$ cat src/rtl/video_timing_pkg.sv
// Shared 1080p60 raster constants and the sync bundle carried through the
// alignment delay line.
package video_timing_pkg;

    localparam int H_ACTIVE      = 1920;
    localparam int H_FRONT_PORCH = 88;
    localparam int H_SYNC_WIDTH  = 44;
    localparam int H_BACK_PORCH  = 148;
    localparam int V_ACTIVE      = 1080;
    localparam int V_FRONT_PORCH = 4;
    localparam int V_SYNC_WIDTH  = 5;
    localparam int V_BACK_PORCH  = 36;

    // Totals follow from the segments: 2200 pixels and 1125 lines.
    localparam int H_TOTAL = H_ACTIVE + H_FRONT_PORCH + H_SYNC_WIDTH + H_BACK_PORCH;
    localparam int V_TOTAL = V_ACTIVE + V_FRONT_PORCH + V_SYNC_WIDTH + V_BACK_PORCH;

    typedef struct packed {
        logic hs;
        logic vs;
        logic de;
    } sync_bus_t;

endpackage

$ cat src/rtl/sync_delay_line.sv
// Reset-to-zero shift register of configurable depth; DEPTH=0 is a straight
// bypass.
module sync_delay_line #(
    parameter int DEPTH = 2,
    parameter int WIDTH = 27
) (
    input  logic             clk,
    input  logic             rst_n,
    input  logic [WIDTH-1:0] d,
    output logic [WIDTH-1:0] q
);

    if (DEPTH == 0) begin : g_bypass
        assign q = d;
    end else begin : g_shift
        logic [WIDTH-1:0] stage_q [DEPTH];
        logic [WIDTH-1:0] stage_d [DEPTH];

        always_comb begin
            stage_d[0] = d;
            for (int i = 1; i < DEPTH; i++) begin
                stage_d[i] = stage_q[i-1];
            end
        end

        // NOTE: this array is reset on purpose so a reset mid-line cannot
        // replay stale syncs or data-enable after release.
        always_ff @(posedge clk or negedge rst_n) begin
            if (!rst_n) begin
                stage_q <= '{default: '0};
            end else begin
                stage_q <= stage_d;
            end
        end

        assign q = stage_q[DEPTH-1];
    end

endmodule

$ cat src/rtl/video_timing_gen.sv
// Raster counter, sync decode and image-change scheduling; syncs and rgb are
// realigned to the image controller latency before leaving the block.
module video_timing_gen
    import video_timing_pkg::*;
#(
    parameter int FRAME_WIDTH   = H_TOTAL,
    parameter int FRAME_HEIGHT  = V_TOTAL,
    parameter int SCREEN_WIDTH  = H_ACTIVE,
    parameter int SCREEN_HEIGHT = V_ACTIVE,
    parameter int H_FRONT       = H_FRONT_PORCH,
    parameter int H_SYNC        = H_SYNC_WIDTH,
    parameter int V_FRONT       = V_FRONT_PORCH,
    parameter int V_SYNC        = V_SYNC_WIDTH,
    parameter int BIT_WIDTH     = 12,
    parameter int BIT_HEIGHT    = 11,
    parameter int RGB_LATENCY   = 2
) (
    input  logic                  s_axi_aclk,
    input  logic                  s_axi_aresetn,
    input  logic                  enable,
    input  logic                  change_req,
    input  logic [23:0]           rgb_in,
    output logic [BIT_WIDTH-1:0]  cx,
    output logic [BIT_HEIGHT-1:0] cy,
    output logic                  image_change,
    output logic                  hsync_out,
    output logic                  vsync_out,
    output logic                  de_out,
    output logic [23:0]           rgb_out,
    output logic [31:0]           frame_count
);

    localparam logic [BIT_WIDTH-1:0]  CX_LAST   = BIT_WIDTH'(FRAME_WIDTH - 1);
    localparam logic [BIT_WIDTH-1:0]  CX_ACTIVE = BIT_WIDTH'(SCREEN_WIDTH);
    localparam logic [BIT_WIDTH-1:0]  HS_START  = BIT_WIDTH'(SCREEN_WIDTH + H_FRONT);
    localparam logic [BIT_WIDTH-1:0]  HS_END    = BIT_WIDTH'(SCREEN_WIDTH + H_FRONT + H_SYNC);
    localparam logic [BIT_HEIGHT-1:0] CY_LAST   = BIT_HEIGHT'(FRAME_HEIGHT - 1);
    localparam logic [BIT_HEIGHT-1:0] CY_ACTIVE = BIT_HEIGHT'(SCREEN_HEIGHT);
    localparam logic [BIT_HEIGHT-1:0] VS_START  = BIT_HEIGHT'(SCREEN_HEIGHT + V_FRONT);
    localparam logic [BIT_HEIGHT-1:0] VS_END    = BIT_HEIGHT'(SCREEN_HEIGHT + V_FRONT + V_SYNC);
    localparam int                    BUS_W     = $bits(sync_bus_t) + 24;

    logic                  run_q, run_d;
    logic [BIT_WIDTH-1:0]  cx_q, cx_d;
    logic [BIT_HEIGHT-1:0] cy_q, cy_d;
    logic [31:0]           frame_count_q, frame_count_d;
    logic                  image_change_q, image_change_d;
    logic                  pending_q, pending_d;
    logic                  active;
    logic                  vblank_start;
    sync_bus_t             sync_raw;
    sync_bus_t             sync_dly;
    logic [23:0]           rgb_dly;

    // The cycle enable rises, the counters are parked at the origin, so only
    // the following cycle is treated as pixel (0,0).
    assign active = enable & run_q;

    always_comb begin
        // NOTE: every variable gets a default first, so no path can leave
        // one unassigned and infer a latch.
        run_d          = enable;
        cx_d           = cx_q;
        cy_d           = cy_q;
        frame_count_d  = frame_count_q;
        image_change_d = 1'b0;
        pending_d      = pending_q | change_req;
        vblank_start   = 1'b0;
        sync_raw       = '0;

        if (!enable) begin
            cx_d = '0;
            cy_d = '0;
        end else if (run_q) begin
            if (cx_q == CX_LAST) begin
                cx_d = '0;
                if (cy_q == CY_LAST) begin
                    cy_d          = '0;
                    frame_count_d = frame_count_q + 32'd1;
                end else begin
                    cy_d = cy_q + BIT_HEIGHT'(1);
                end
            end else begin
                cx_d = cx_q + BIT_WIDTH'(1);
            end
        end

        // A request landing on the blanking cycle itself is consumed here.
        vblank_start = active && (cx_q == '0) && (cy_q == CY_ACTIVE);
        if (vblank_start) begin
            image_change_d = pending_q | change_req;
            pending_d      = 1'b0;
        end

        sync_raw.de = active && (cx_q < CX_ACTIVE) && (cy_q < CY_ACTIVE);
        sync_raw.hs = active && (cx_q >= HS_START) && (cx_q < HS_END);
        sync_raw.vs = active && (cy_q >= VS_START) && (cy_q < VS_END);
    end

    // NOTE: sequential state uses non-blocking assignments so every flop
    // samples pre-edge values regardless of statement order.
    always_ff @(posedge s_axi_aclk or negedge s_axi_aresetn) begin
        if (!s_axi_aresetn) begin
            run_q          <= 1'b0;
            cx_q           <= '0;
            cy_q           <= '0;
            frame_count_q  <= '0;
            image_change_q <= 1'b0;
            pending_q      <= 1'b0;
        end else begin
            run_q          <= run_d;
            cx_q           <= cx_d;
            cy_q           <= cy_d;
            frame_count_q  <= frame_count_d;
            image_change_q <= image_change_d;
            pending_q      <= pending_d;
        end
    end

    sync_delay_line #(
        .DEPTH (RGB_LATENCY),
        .WIDTH (BUS_W)
    ) u_delay (
        .clk   (s_axi_aclk),
        .rst_n (s_axi_aresetn),
        .d     ({sync_raw, rgb_in}),
        .q     ({sync_dly, rgb_dly})
    );

    assign cx           = cx_q;
    assign cy           = cy_q;
    assign frame_count  = frame_count_q;
    assign image_change = image_change_q;
    assign hsync_out    = sync_dly.hs;
    assign vsync_out    = sync_dly.vs;
    assign de_out       = sync_dly.de;
    assign rgb_out      = sync_dly.de ? rgb_dly : 24'd0;

endmodule

$ cat config.mk
export PLATFORM = sky130hd
export DESIGN_NAME = video_timing_gen
export DESIGN_NICKNAME = d
export VERILOG_FILES = /design/src/rtl/video_timing_pkg.sv /design/src/rtl/sync_delay_line.sv /design/src/rtl/video_timing_gen.sv
export SDC_FILE = /design/constraint.sdc
export NUM_CORES = 1
export LEC_CHECK = 0
export ABC_AREA = 1
export BUFFER_PORTS_ARGS = -buffer_cell sky130_fd_sc_hd__buf_2
export CAP_MARGIN = 20
export CORE_UTILIZATION = 35
export CTS_CLUSTER_DIAMETER = 50
export CTS_CLUSTER_SIZE = 16
export DETAILED_ROUTE_END_ITERATION = 8
export PLACE_DENSITY = 0.55
export SLEW_MARGIN = 20
export SYNTH_ARGS = -nofsm -noshare
export SYNTH_HDL_FRONTEND = slang
export SYNTH_SLANG_ARGS = --single-unit
$ cat constraint.sdc
create_clock -name s_axi_aclk -period 4.7 [get_ports s_axi_aclk]
set_clock_uncertainty 0.1 [all_clocks]
set_input_delay 0.705 -clock s_axi_aclk [delete_from_list [all_inputs] [get_ports s_axi_aclk]]
set_output_delay 0.705 -clock s_axi_aclk [all_outputs]
set_load 0.02 [all_outputs]
; ---- Word-level counts from Yosys, hierarchy flattened
; Cells that the tools add are included.
[classes]
n_reduce_logical = 11
bitwise_logic = 2
eq_ne = 5
mux = 10
magnitude_cmp = 6
add_sub_neg = 3
[op_table]
columns = cell, count
row1 = 11-bit 2-to-1 mux, 4
row2 = 12-bit 2-to-1 mux, 3
row3 = "32-bit by 1-bit adder with 32-bit output, second input constant", 1
row4 = 24-bit 2-to-1 mux, 1
row5 = "11-bit == test, second input constant", 2
row6 = "11-bit less-than comparator, second input constant", 2
row7 = "12-bit by 1-bit adder with 12-bit output, second input constant", 1
row8 = "12-bit == test, second input constant", 1
row9 = "12-bit by 11-bit >= comparator with 1-bit output, second input constant", 1
row10 = 12-bit zero test, 1
row11 = "12-bit by 11-bit less-than comparator with 1-bit output, second input constant", 1
row12 = "12-bit less-than comparator, second input constant", 1
row13 = "11-bit by 1-bit adder with 11-bit output, second input constant", 1
row14 = "11-bit >= comparator, second input constant", 1
row15 = 1-bit logical AND, 8
row16 = "2-bit by 1-bit inequality test with 1-bit output, second input constant", 2
row17 = 4-bit AND reduction, 1
row18 = 1-bit 2-to-1 mux, 2
row19 = 2-bit AND reduction, 1
row20 = 1-bit AND, 1
row21 = 1-bit bitwise OR, 1
[word_totals]
regBits = 112

; ---- Logic depth before layout (Yosys ltp)
; Gate-level depths: netlist of run 1.
[logic_depth]
ltp_word = 5
depth_mapped = 11
ltp_nobuf = 11

; ---- Modules after synthesis
; From an unflattened synthesis of run 1, not the netlist that was laid out.
[unflattened]
cells_unflattened = 658
area_unflattened_um2 = 5252.5
[modules_own_cells]
columns = mod, cells_per_inst, n_inst, area_per_inst_um2, seq_area_each_um2
row1 = video_timing_gen, 604, 1, 3901.2, 1451.4
row2 = sync_delay_line, 54, 1, 1351.3, 1351.3

; ---- Worst setup path after synthesis of run 1
; OpenSTA, ideal clock, no wires.
[synth_path]
path_type = register to output
start = register u_delay.g_shift.stage_q (netlist bit u_delay.q[24])
end = output rgb_out[10]
arrival_time_ns = 1.017
slack_ns = 2.878
path_stages_with_launch = 4
required_ns = 3.895
cell_sequence = dfrtp_1 clkbuf_1 nand2_1 inv_1
[synth_via]
elab_chain_cells = 1
[synth_rtl]
columns = element, line
row1 = from (decl), sync_delay_line.sv:16  ; logic [WIDTH-1:0] stage_q [DEPTH];
row2 = from (signal assigned), sync_delay_line.sv:32  ; stage_q <= stage_d;
row3 = 24-bit 2-to-1 mux, video_timing_gen.sv:137  ; assign rgb_out = sync_dly.de ? rgb_dly : 24'd0;
row4 = to (decl), video_timing_gen.sv:29  ; output logic [23:0] rgb_out,
; No other way between the ends.

; ---- Worst setup path in the final report of run 1
[layout_path]
start = register u_delay.g_shift.stage_q (netlist bit u_delay.q[24])
end = output rgb_out[2]
; Same word-level chain as after synthesis.

==> flow_summary.yaml, run 1 <==
clocking:
  cts_buffers: 9
  clockRootBuffer: "clkbuf_16"
  cts_hold_buf: 0
  cts_tree: "yes"
  clkSinkCount: 112
  cts.reportedPaths.clkPinSlew_ns: 0.07
  cts_resized: 0
  clkLatencyLatePin_ns: 0.35
  cts_setup_buffers: 0
  clock_path_buffers: 2
  htree_levels: 3
synth:
  yosys_most_used_dff: "dfrtp_1"
  synth_top_area_share_pct: 52.1
  ys_warn_count: 0
  synth-async-reset-ratio_pct: 100
  synth_edf_count: 0
  yosys.cell_count.top_type: "nand2_1"
  ys_seq_area_share_pct: 52.1
  synth_nets: 708
  synth_area_um2: 5380
  syn_area_per_cell_um2: 7.97
  yosysTopAreaCell: "dfrtp_1"
  ys_ff_latch: 112
  synthCells: 675
  synth_common_cells: "nand2_1, dfrtp_1, nor2_1"
  synth_area_leaders: "dfrtp_1, nand2_1, nor2_1"
  post_synth_num_cell_types: 33
die:
  start_util_pct: 36.5
  dieWidth_um: 126
  fp.dieH_um: 126
  die_area_um2: 15900
  fp-row-count: 44
  io_pins: 111
  coreArea_um2: 14800
drt:
  wire_per_inst_um: 13.4
  avgViaCountPerCell: 4.73
  drtPass1Iterations: 5
  drc_errors: 0
  vias: 4604
  drtIter0Drc: 189
  routed_wl_mm: 13.0
  ant_nets: 0
timing:
  setup_viol: 0
  finalWorstSetupSlack_ns: 2.30
  drv_slew: 0
  max-slew-margin-rel_pct: 45.8
  finalCriticalPeriod_ns: 2.40
  worst_pin_slew_ns: 0.814
  period_share_pct: 51.0
  fmax_mhz: 417
  tns_ns: 0
  rsz0062_at_grt: "no"
  hold_viol: 0
power_and_ir_drop:
  ir_drop_uv: 163
  power_density_nw_per_um2: 289
  power_leakage_nw: 3.36
worst_setup_path:
  critPathLaunchType: "register"
  cp.required_ns: 3.89
  crit_type: "reg2out"
  critPathArrivalTime_ns: 1.59
  crit_path_end_kind: "primary output"
  r2r-start: "cy[0]"
  reg2reg_depth: 11
  path_cells: "nand2_1 > inv_1 > buf_2"
  crit_start: "u_delay.q[24]"
  cp_max_fo: 25
  slowest_stage: "dfrtp_1"
  cp_slowest_stage_delay_ns: 0.87
global_routing:
  grt_pass1_vias: 4426
  grt_pass1_wl_mm: 21.6
  grt_usage_pct: 17.2
  grt.overflow.total: 0
  antenna_found_initial: 0
  grt_max_degree: 52
run_status:
  status: "finished, final reports clean"
cells_and_area:
  seq_area_um2: 2800
  multi_input_area_um2: 2250
  fin_util_pct: 43.2
  area_delta_synth_final_pct: 18.4
  drive_above_1_share_pct: 19.9
  final_area_um2: 6370
  antenna_cells: 0
  fill_cells: 1537
  fin_nets: 817
hold_path:
  min_delay_path_depth: 0
  holdCritPathClass: "reg2reg"
  worstHoldStart: "u_delay.g_shift.stage_d[9]"
placed_design:
  port_buffers: 110
  place_ws_ns: 2.16
  placed_area_um2: 6090
  dpl.hpwl_mm: 9.51
  gp_congestion: 0.893
job:
  maxCapViolations: 0
[kinds of logic after synthesis]
logic type | synth area share (%)
adder cells (fa/ha/maj) | 1.16
buffers and inverters | 6.21
AND/OR/NAND/NOR | 34.9
AO/OA/AOI/OAI | 2.77
flip-flops | 52.1
XOR/XNOR | 2.91
[per-layer routing]
layer  part of all wire [%]  wire (um)  vias to the layer above  track usage, %
met4                    1.2        160                        0            5.10
met2                     47       6130                      131            28.7
met5                      0          0                        -               0
li1                       -          -                     2299               -
met1                     46       6010                     2159            22.0
met3                    5.4        701                       15            4.29
[critical path, delay by kind of cell (launching register included)]
kind / cells / cell delay [ns]
flip-flops: 1 / 0.87
buffers and inverters: 2 / 0.25
AND/OR/NAND/NOR: 1 / 0.12
[cell type report]
type,instances,area share [%]
Timing Repair Buffer,112,8.92
Sequential cell,112,44.0
Multi-Input combinational cell,483,35.3
Clock buffer,12,3.87
Tap cell,184,3.61
Inverter,66,3.89
Clock inverter,4,0.432
[path summary, 6_finish.rpt]
path | endpoint | slack (ns)
max | rgb_out[2] | 2.30
min | u_delay.q[9] | 0.24
max reg2reg | frame_count[18] | 2.41
min reg2reg | u_delay.q[9] | 0.24
max in group asynchronous | cx[10] | 3.28
min in group asynchronous | u_delay.g_shift.stage_d[22] | 0.28
[flip-flops by register name (all words and copies together), names as in the netlist]
name and flops:
pending_q 1, u_delay.g_shift.stage_d 27, cx 12, run_q 1, cy 11, frame_count 32
image_change 1, u_delay.q 27
[per-stage QoR]
stage | total power [W] | hold WS (ns) | std cells
finish | 0.00184 | 0.244 | 973
global route | 0.00193 | 0.259 | 973
CTS | 0.00188 | 0.245 | 973
detailed placement | 0.00114 | 0.235 | 957
global placement | 0.00114 | 0.232 | 957
floorplan | 0.00108 | 0.231 | 675
[layout by cell type, fill, tap and decap left out]
cell       synthesis  final
o21ai_0           10     10
o21ai_1            6      6
nor2_2             6      6
inv_6              0      2
clkinv_2           0      2
nor3_1             6      6
nand3b_1          17     17
nand2_1          269    268
xnor2_1            9      9
or2_2              3      3
nand4_1           13     13
nor4b_2            1      1
clkbuf_16          0      9
dfrtp_1          112    112
buf_4              3      3
o31ai_1            1      1
a21oi_1            4      4
nor2_1            85     85
nand2_2            0      1
clkbuf_8           0      1
nor4_1             1      1
nand3_2            4      4
xor2_2             1      1
o21bai_1           1      1
clkbuf_1           3      2
nand3_1           23     23
nor3b_1            2      2
o21ai_2            2      2
and3_1             1      1
buf_2              6    109
xor2_1             7      7
o21ai_4            1      1
nor2_4             4      4
nor3_2             1      1
inv_1             59     59
inv_2              7      7
ha_1               5      5
[power by group]
group	leakage [nW]	total (W)	switching, W	internal (W)
Sequential	1.43	0.00101	0.0000186	0.000992
Clock	0.137	0.000721	0.000344	0.000377
Combinational	1.80	0.000111	0.0000763	0.0000346
Note: power is estimated with default switching activity, not from simulation.
==> run 2: changes to the inputs <==
--- a/config.mk
+++ b/config.mk
@@ -12,7 +12,7 @@
 export CTS_CLUSTER_DIAMETER = 50
 export CTS_CLUSTER_SIZE = 16
 export DETAILED_ROUTE_END_ITERATION = 8
-export PLACE_DENSITY = 0.55
+export PLACE_DENSITY = 0.57
 export SLEW_MARGIN = 20
 export SYNTH_ARGS = -nofsm -noshare
 export SYNTH_HDL_FRONTEND = slang
==> constraint.sdc (replaced) <==
create_clock -name s_axi_aclk -period 2.1 [get_ports s_axi_aclk]
set_clock_uncertainty 0.1 [all_clocks]
set_input_delay 0.315 -clock s_axi_aclk [delete_from_list [all_inputs] [get_ports s_axi_aclk]]
set_output_delay 0.315 -clock s_axi_aclk [all_outputs]
set_load 0.02 [all_outputs]
==> flow_summary.yaml, run 2 (same netlist as run 1, synthesis figures left out) <==
drt:
  drc_errors: 0
  drtIter0Drc: 224
  drtPass1Iterations: 4
  avgViaCountPerCell: 4.62
  ant_nets: 0
  vias: 4629
  wire_per_inst_um: 12.9
  routed_wl_mm: 13.0
timing:
  finalCriticalPeriod_ns: 1.89
  setup_viol: 0
  drv_slew: 0
  rsz0062_at_grt: "no"
  hold_viol: 0
  tns_ns: 0
  period_share_pct: 90.1
  worst_pin_slew_ns: 0.572
  fmax_mhz: 529
  max-slew-margin-rel_pct: 61.9
worst_setup_path:
  timing.rr.end: "frame_count[30]"
  critPathArrivalTime_ns: 2.04
  crit_path_end_kind: "register"
  r2r-start: "frame_count[0]"
  reg2reg_depth: 10
  cp_max_fo: 7
  crit_start: "frame_count[0]"
  crit_path_end: "frame_count[30]"
  cp.required_ns: 2.25
  critPathLaunchType: "register"
  crit_type: "reg2reg"
  r2r_setup_slack_ns: 0.21
cells_and_area:
  fin_util_pct: 45.4
  final_cell_mix: "nand2_1, dfrtp_1, buf_2, nor2_1, inv_1"
  drive_above_1_share_pct: 19.7
  layout_commonest_cell: "nand2_1"
  antenna_cells: 0
  largest_register_ffs: 32
  fin_nets: 846
  fill_cells: 1487
  area_delta_synth_final_pct: 24.4
global_routing:
  grt_pass1_wl_mm: 21.8
  gr-usage-met2_pct: 28.9
  busiest_layer: "met2"
  grt.overflow.total: 0
  grt_usage_pct: 17.3
  use_met1_pct: 22.0
  antenna_found_initial: 0
  grt_max_degree: 45
  grt_pass1_vias: 4495
  use_met3_pct: 3.40
die:
  die_area_um2: 15900
  coreArea_um2: 14800
  io_pins: 111
  fp-row-count: 44
  start_util_pct: 36.5
  dieWidth_um: 126
  fp.dieH_um: 126
power_and_ir_drop:
  finalPower_w: 0.00420
  p_int_w: 0.00319
  ir_drop_uv: 374
  pwr-share-seq_pct: 53.6
  p_sw_w: 0.00101
  clkPwrFrac_pct: 39.0
  power_density_nw_per_um2: 628
  power_leakage_nw: 3.50
  combinationalPowerShare_pct: 7.4
  netSwitchingFraction_pct: 24.0
clocking:
  cts.reportedPaths.clkPinSlew_ns: 0.07
  clkSinkCount: 112
  clock_path_buffers: 2
  cts_setup_buffers: 0
  clkLatencyLatePin_ns: 0.35
  cts_buffers: 9
  cts_tree: "yes"
  clockRootBuffer: "clkbuf_16"
  htree_levels: 3
placed_design:
  dpl.hpwl_mm: 9.33
  port_buffers: 110
  gp_congestion: 0.887
hold_path:
  holdCritPathClass: "in2reg"
run_status:
  status: "finished, final reports clean"
job:
  maxCapViolations: 0
## run 2: power by group through the flow
stage	clock network, W	logic (W)	registers, W
floorplan	0	0.000108	0.00231
global placement	0	0.000273	0.00229
detailed placement	0	0.000280	0.00229
CTS	0.00170	0.000317	0.00225
global route	0.00179	0.000345	0.00226
finish	0.00164	0.000310	0.00225
## run 2: area by class of cell
class | instances | area [um2] | area share (%)
Sequential cell | 112 | 2800 | 41.9
Multi-Input combinational cell | 483 | 2250 | 33.6
Timing Repair Buffer | 141 | 886 | 13.2
Inverter | 66 | 248 | 3.70
Clock buffer | 12 | 246 | 3.68
Tap cell | 184 | 230 | 3.44
Clock inverter | 4 | 36.3 | 0.542
## run 2: critical path, stage by stage (launching register included)
cell	delay (ns)
dfrtp_1	0.52
ha_1	0.30
nand3_2	0.15
nor2_4	0.17
inv_2	0.05
nor2_1	0.21
nand2_1	0.08
nand2_1	0.06
nand2_1	0.05
nand2_1	0.05
nand2_1	0.04
## run 2: metal layers
layer  share of wire [%]  wire, um  vias up
met3                 3.9       500       24
met2                  48      6270      115
met1                  46      5910     2132
met5                   0         0        -
met4                 2.2       286        0
li1                    -         -     2358
## run 2: worst min path at each step
stage / from / depth (start not counted) / end
floorplan: s_axi_aresetn / 0 / cx[0]
global route: enable / 1 / run_q
detailed placement: u_delay.g_shift.stage_d[19] / 0 / u_delay.q[19]
finish: enable / 1 / run_q
CTS: enable / 1 / run_q
global placement: u_delay.g_shift.stage_d[7] / 0 / u_delay.q[7]
## run 2: through the flow
stage                     setup WS [ns]  area (um2)  hold slack [ns]  std cells
after floorplan                   0.345        5380          -0.0806        675
after global placement            0.237        6160            0.232        961
after detailed placement          0.213        6160            0.235        961
after CTS                         0.202        6690           0.0590       1002
after global routing             0.0190        6700           0.0635       1002
final                             0.208        6700           0.0769       1002
## run 2: timing repair
action                                 in CTS  in global routing
setup endpoints to repair                   0                  7
endpoints found under the hold margin      62                  0
hold buffers                               25                  0
gates resized for setup                     0                  1
==> run 3: changes to the inputs <==
--- a/config.mk
+++ b/config.mk
@@ -5,14 +5,14 @@
 export SDC_FILE = /design/constraint.sdc
 export NUM_CORES = 1
 export LEC_CHECK = 0
-export ABC_AREA = 1
 export BUFFER_PORTS_ARGS = -buffer_cell sky130_fd_sc_hd__buf_2
 export CAP_MARGIN = 20
 export CORE_UTILIZATION = 35
 export CTS_CLUSTER_DIAMETER = 50
 export CTS_CLUSTER_SIZE = 16
 export DETAILED_ROUTE_END_ITERATION = 8
-export PLACE_DENSITY = 0.57
+export PLACE_DENSITY = 0.58
+export SETUP_SLACK_MARGIN = 0.05
 export SLEW_MARGIN = 20
 export SYNTH_ARGS = -nofsm -noshare
 export SYNTH_HDL_FRONTEND = slang
==> flow_summary.yaml, run 3 <==
die:
  fp.dieH_um: 116
  die_area_um2: 13300
  dieWidth_um: 116
  start_util_pct: 35.8
  fp-row-count: 41
  coreArea_um2: 12600
  io_pins: 111
synth:
  synth_area_leaders: "dfrtp_1, xor2_1, xnor2_1"
  synth-async-reset-ratio_pct: 100
  synth_top_area_share_pct: 62.1
  post_synth_num_cell_types: 43
  ys_warn_count: 0
  yosysTopAreaCell: "dfrtp_1"
  synth_nets: 423
  syn_area_per_cell_um2: 11.6
  ys_ff_latch: 112
  yosys_most_used_dff: "dfrtp_1"
  ys_seq_area_share_pct: 62.1
  yosys.cell_count.top_type: "dfrtp_1"
  synth_common_cells: "dfrtp_1, nor2_1, nand2_1"
  synthCells: 390
  synth_edf_count: 0
  synth_area_um2: 4510
placed_design:
  placed_area_um2: 5790
  dp.cells: 719
  place_ws_ns: -0.624
  port_buffers: 110
  dpl.hpwl_mm: 7.63
  gp_congestion: 0.853
timing:
  hold_viol: 0
  whs_ns: 0.0930
  tns_ns: -14.91
  fmax_mhz: 386
  drv_slew: 0
  max-slew-margin-rel_pct: 63.2
  setup_viol: 53
  finalWorstSetupSlack_ns: -0.489
  period_share_pct: 123
  worst_pin_slew_ns: 0.548
  finalCriticalPeriod_ns: 2.59
  rsz0062_at_grt: "yes"
clocking:
  clkSinkCount: 112
  htree_levels: 3
  clkLatencyLatePin_ns: 0.36
  clock_path_buffers: 2
  cts_tree: "yes"
  cts_buffers: 9
  clockRootBuffer: "clkbuf_16"
  cts.reportedPaths.clkPinSlew_ns: 0.07
cells_and_area:
  layout_commonest_cell: "buf_2"
  multi_input_area_um2: 1870
  stdcell_count: 765
  area_delta_synth_final_pct: 45.6
  seq_area_um2: 2810
  final_area_um2: 6570
  antenna_cells: 0
  largest_register_ffs: 32
  final_cell_mix: "buf_2, dfrtp_1, buf_4, nand2_1, dlygate4sd3_1"
  fill_cells: 1170
  drive_above_1_share_pct: 42.8
  fin_nets: 621
worst_setup_path:
  critPathLaunchType: "register"
  critPathMostFrequentCell: "or4_4"
  cp_slowest_stage_delay_ns: 0.61
  crit_path_end_kind: "register"
  cp.required_ns: 2.28
  path_cells: "or4_4 > or4_4 > or4_4 > nor3_2 > xor2_1"
  slowest_stage: "or4_4"
  crit_type: "reg2reg"
  cp_max_fo: 7
  critPathArrivalTime_ns: 2.77
hold_path:
  holdCritPathClass: "in2reg"
global_routing:
  grt_usage_pct: 17.6
  antenna_found_initial: 0
  grt_max_degree: 35
  grt.overflow.total: 0
  grt_pass1_vias: 3687
  grt_pass1_wl_mm: 17.7
power_and_ir_drop:
  ir_drop_uv: 307
  power_leakage_nw: 3.27
  power_density_nw_per_um2: 649
drt:
  drtIter0Drc: 152
  drc_errors: 0
  vias: 3604
  drtPass1Iterations: 4
  ant_nets: 0
  wire_per_inst_um: 14.4
  routed_wl_mm: 11.0
  avgViaCountPerCell: 4.71
job:
  maxCapViolations: 0
run_status:
  violations: "negative setup slack"
  status: "complete, but fails checks"
[run 3: kinds of logic (layout without fill, tap and decap cells)]
logic type	Yosys count	after routing	share of synthesized area, %
xor gates and xnor gates	38	38	7.38
AOI/OAI and AO/OA	36	36	4.88
buffers and inverters	26	229	2.30
and+or+nand+nor	171	171	21.5
DFF	112	112	62.1
adders and majority gates	5	5	1.39
muxes	2	2	0.471
[run 3: routing by layer]
| layer | up-vias | track usage [%] | share of wire [%] |
|---|---|---|---|
| li1 | 1729 | - | - |
| met1 | 1760 | 22.8 | 46 |
| met2 | 98 | 28.0 | 47 |
| met3 | 17 | 4.18 | 4.4 |
| met4 | 0 | 8.05 | 2.0 |
| met5 | - | 0 | 0 |
[run 3: where the power goes]
part,internal [W],total [W],switching (W)
registers,0.00222,0.00224,0.0000229
clock network,0.000831,0.00166,0.000831
logic,0.000162,0.000365,0.000203
total,0.00321,0.00427,0.00106
[run 3: path summary, 6_finish.rpt]
check	startpoint	endpoint	slack, ns	depth (start not counted)
setup / recovery	cx[9]	frame_count[18]	-0.49	5
hold / removal	change_req	pending_q	0.09	2
setup reg to reg	cx[9]	frame_count[18]	-0.49	5
hold reg to reg	u_delay.g_shift.stage_d[26]	u_delay.q[26]	0.25	0
max in group asynchronous	s_axi_aresetn	u_delay.q[18]	0.90	3
min in group asynchronous	s_axi_aresetn	cx[5]	0.35	2
[run 3: stage by stage]
step / total power [W] / util [%]
6_report: 0.00427 / 52.1
5_1_grt: 0.00445 / 52.1
4_1_cts: 0.00432 / 51.1
3_5_place_dp: 0.00259 / 45.9
3_3_place_gp: 0.00258 / 45.9
2_1_floorplan: 0.00242 / -
[run 3: cell type report]
class / count / area share, %
well taps: 172 / 3.28
multi-input cells: 252 / 28.4
repair buffers: 202 / 20.5
inverters: 11 / 0.628
clock inverters: 7 / 0.933
flip-flops and latches: 112 / 42.8
clock buffers: 9 / 3.43
[run 3: timing repair]
action	CTS	global route
setup endpoints to repair	56	57
cloned	0	0
resized for setup	29	20
hold buffers	25	0
pin swaps	11	4
setup buffers	3	2
endpoints found under the hold margin	55	0
[run 3: worst max-delay path: cells and delay by family (launching register included)]
kind             cells  cell delay (ns)
flip-flops           1             0.40
XOR/XNOR             1             0.17
AND/OR/NAND/NOR      4             1.84
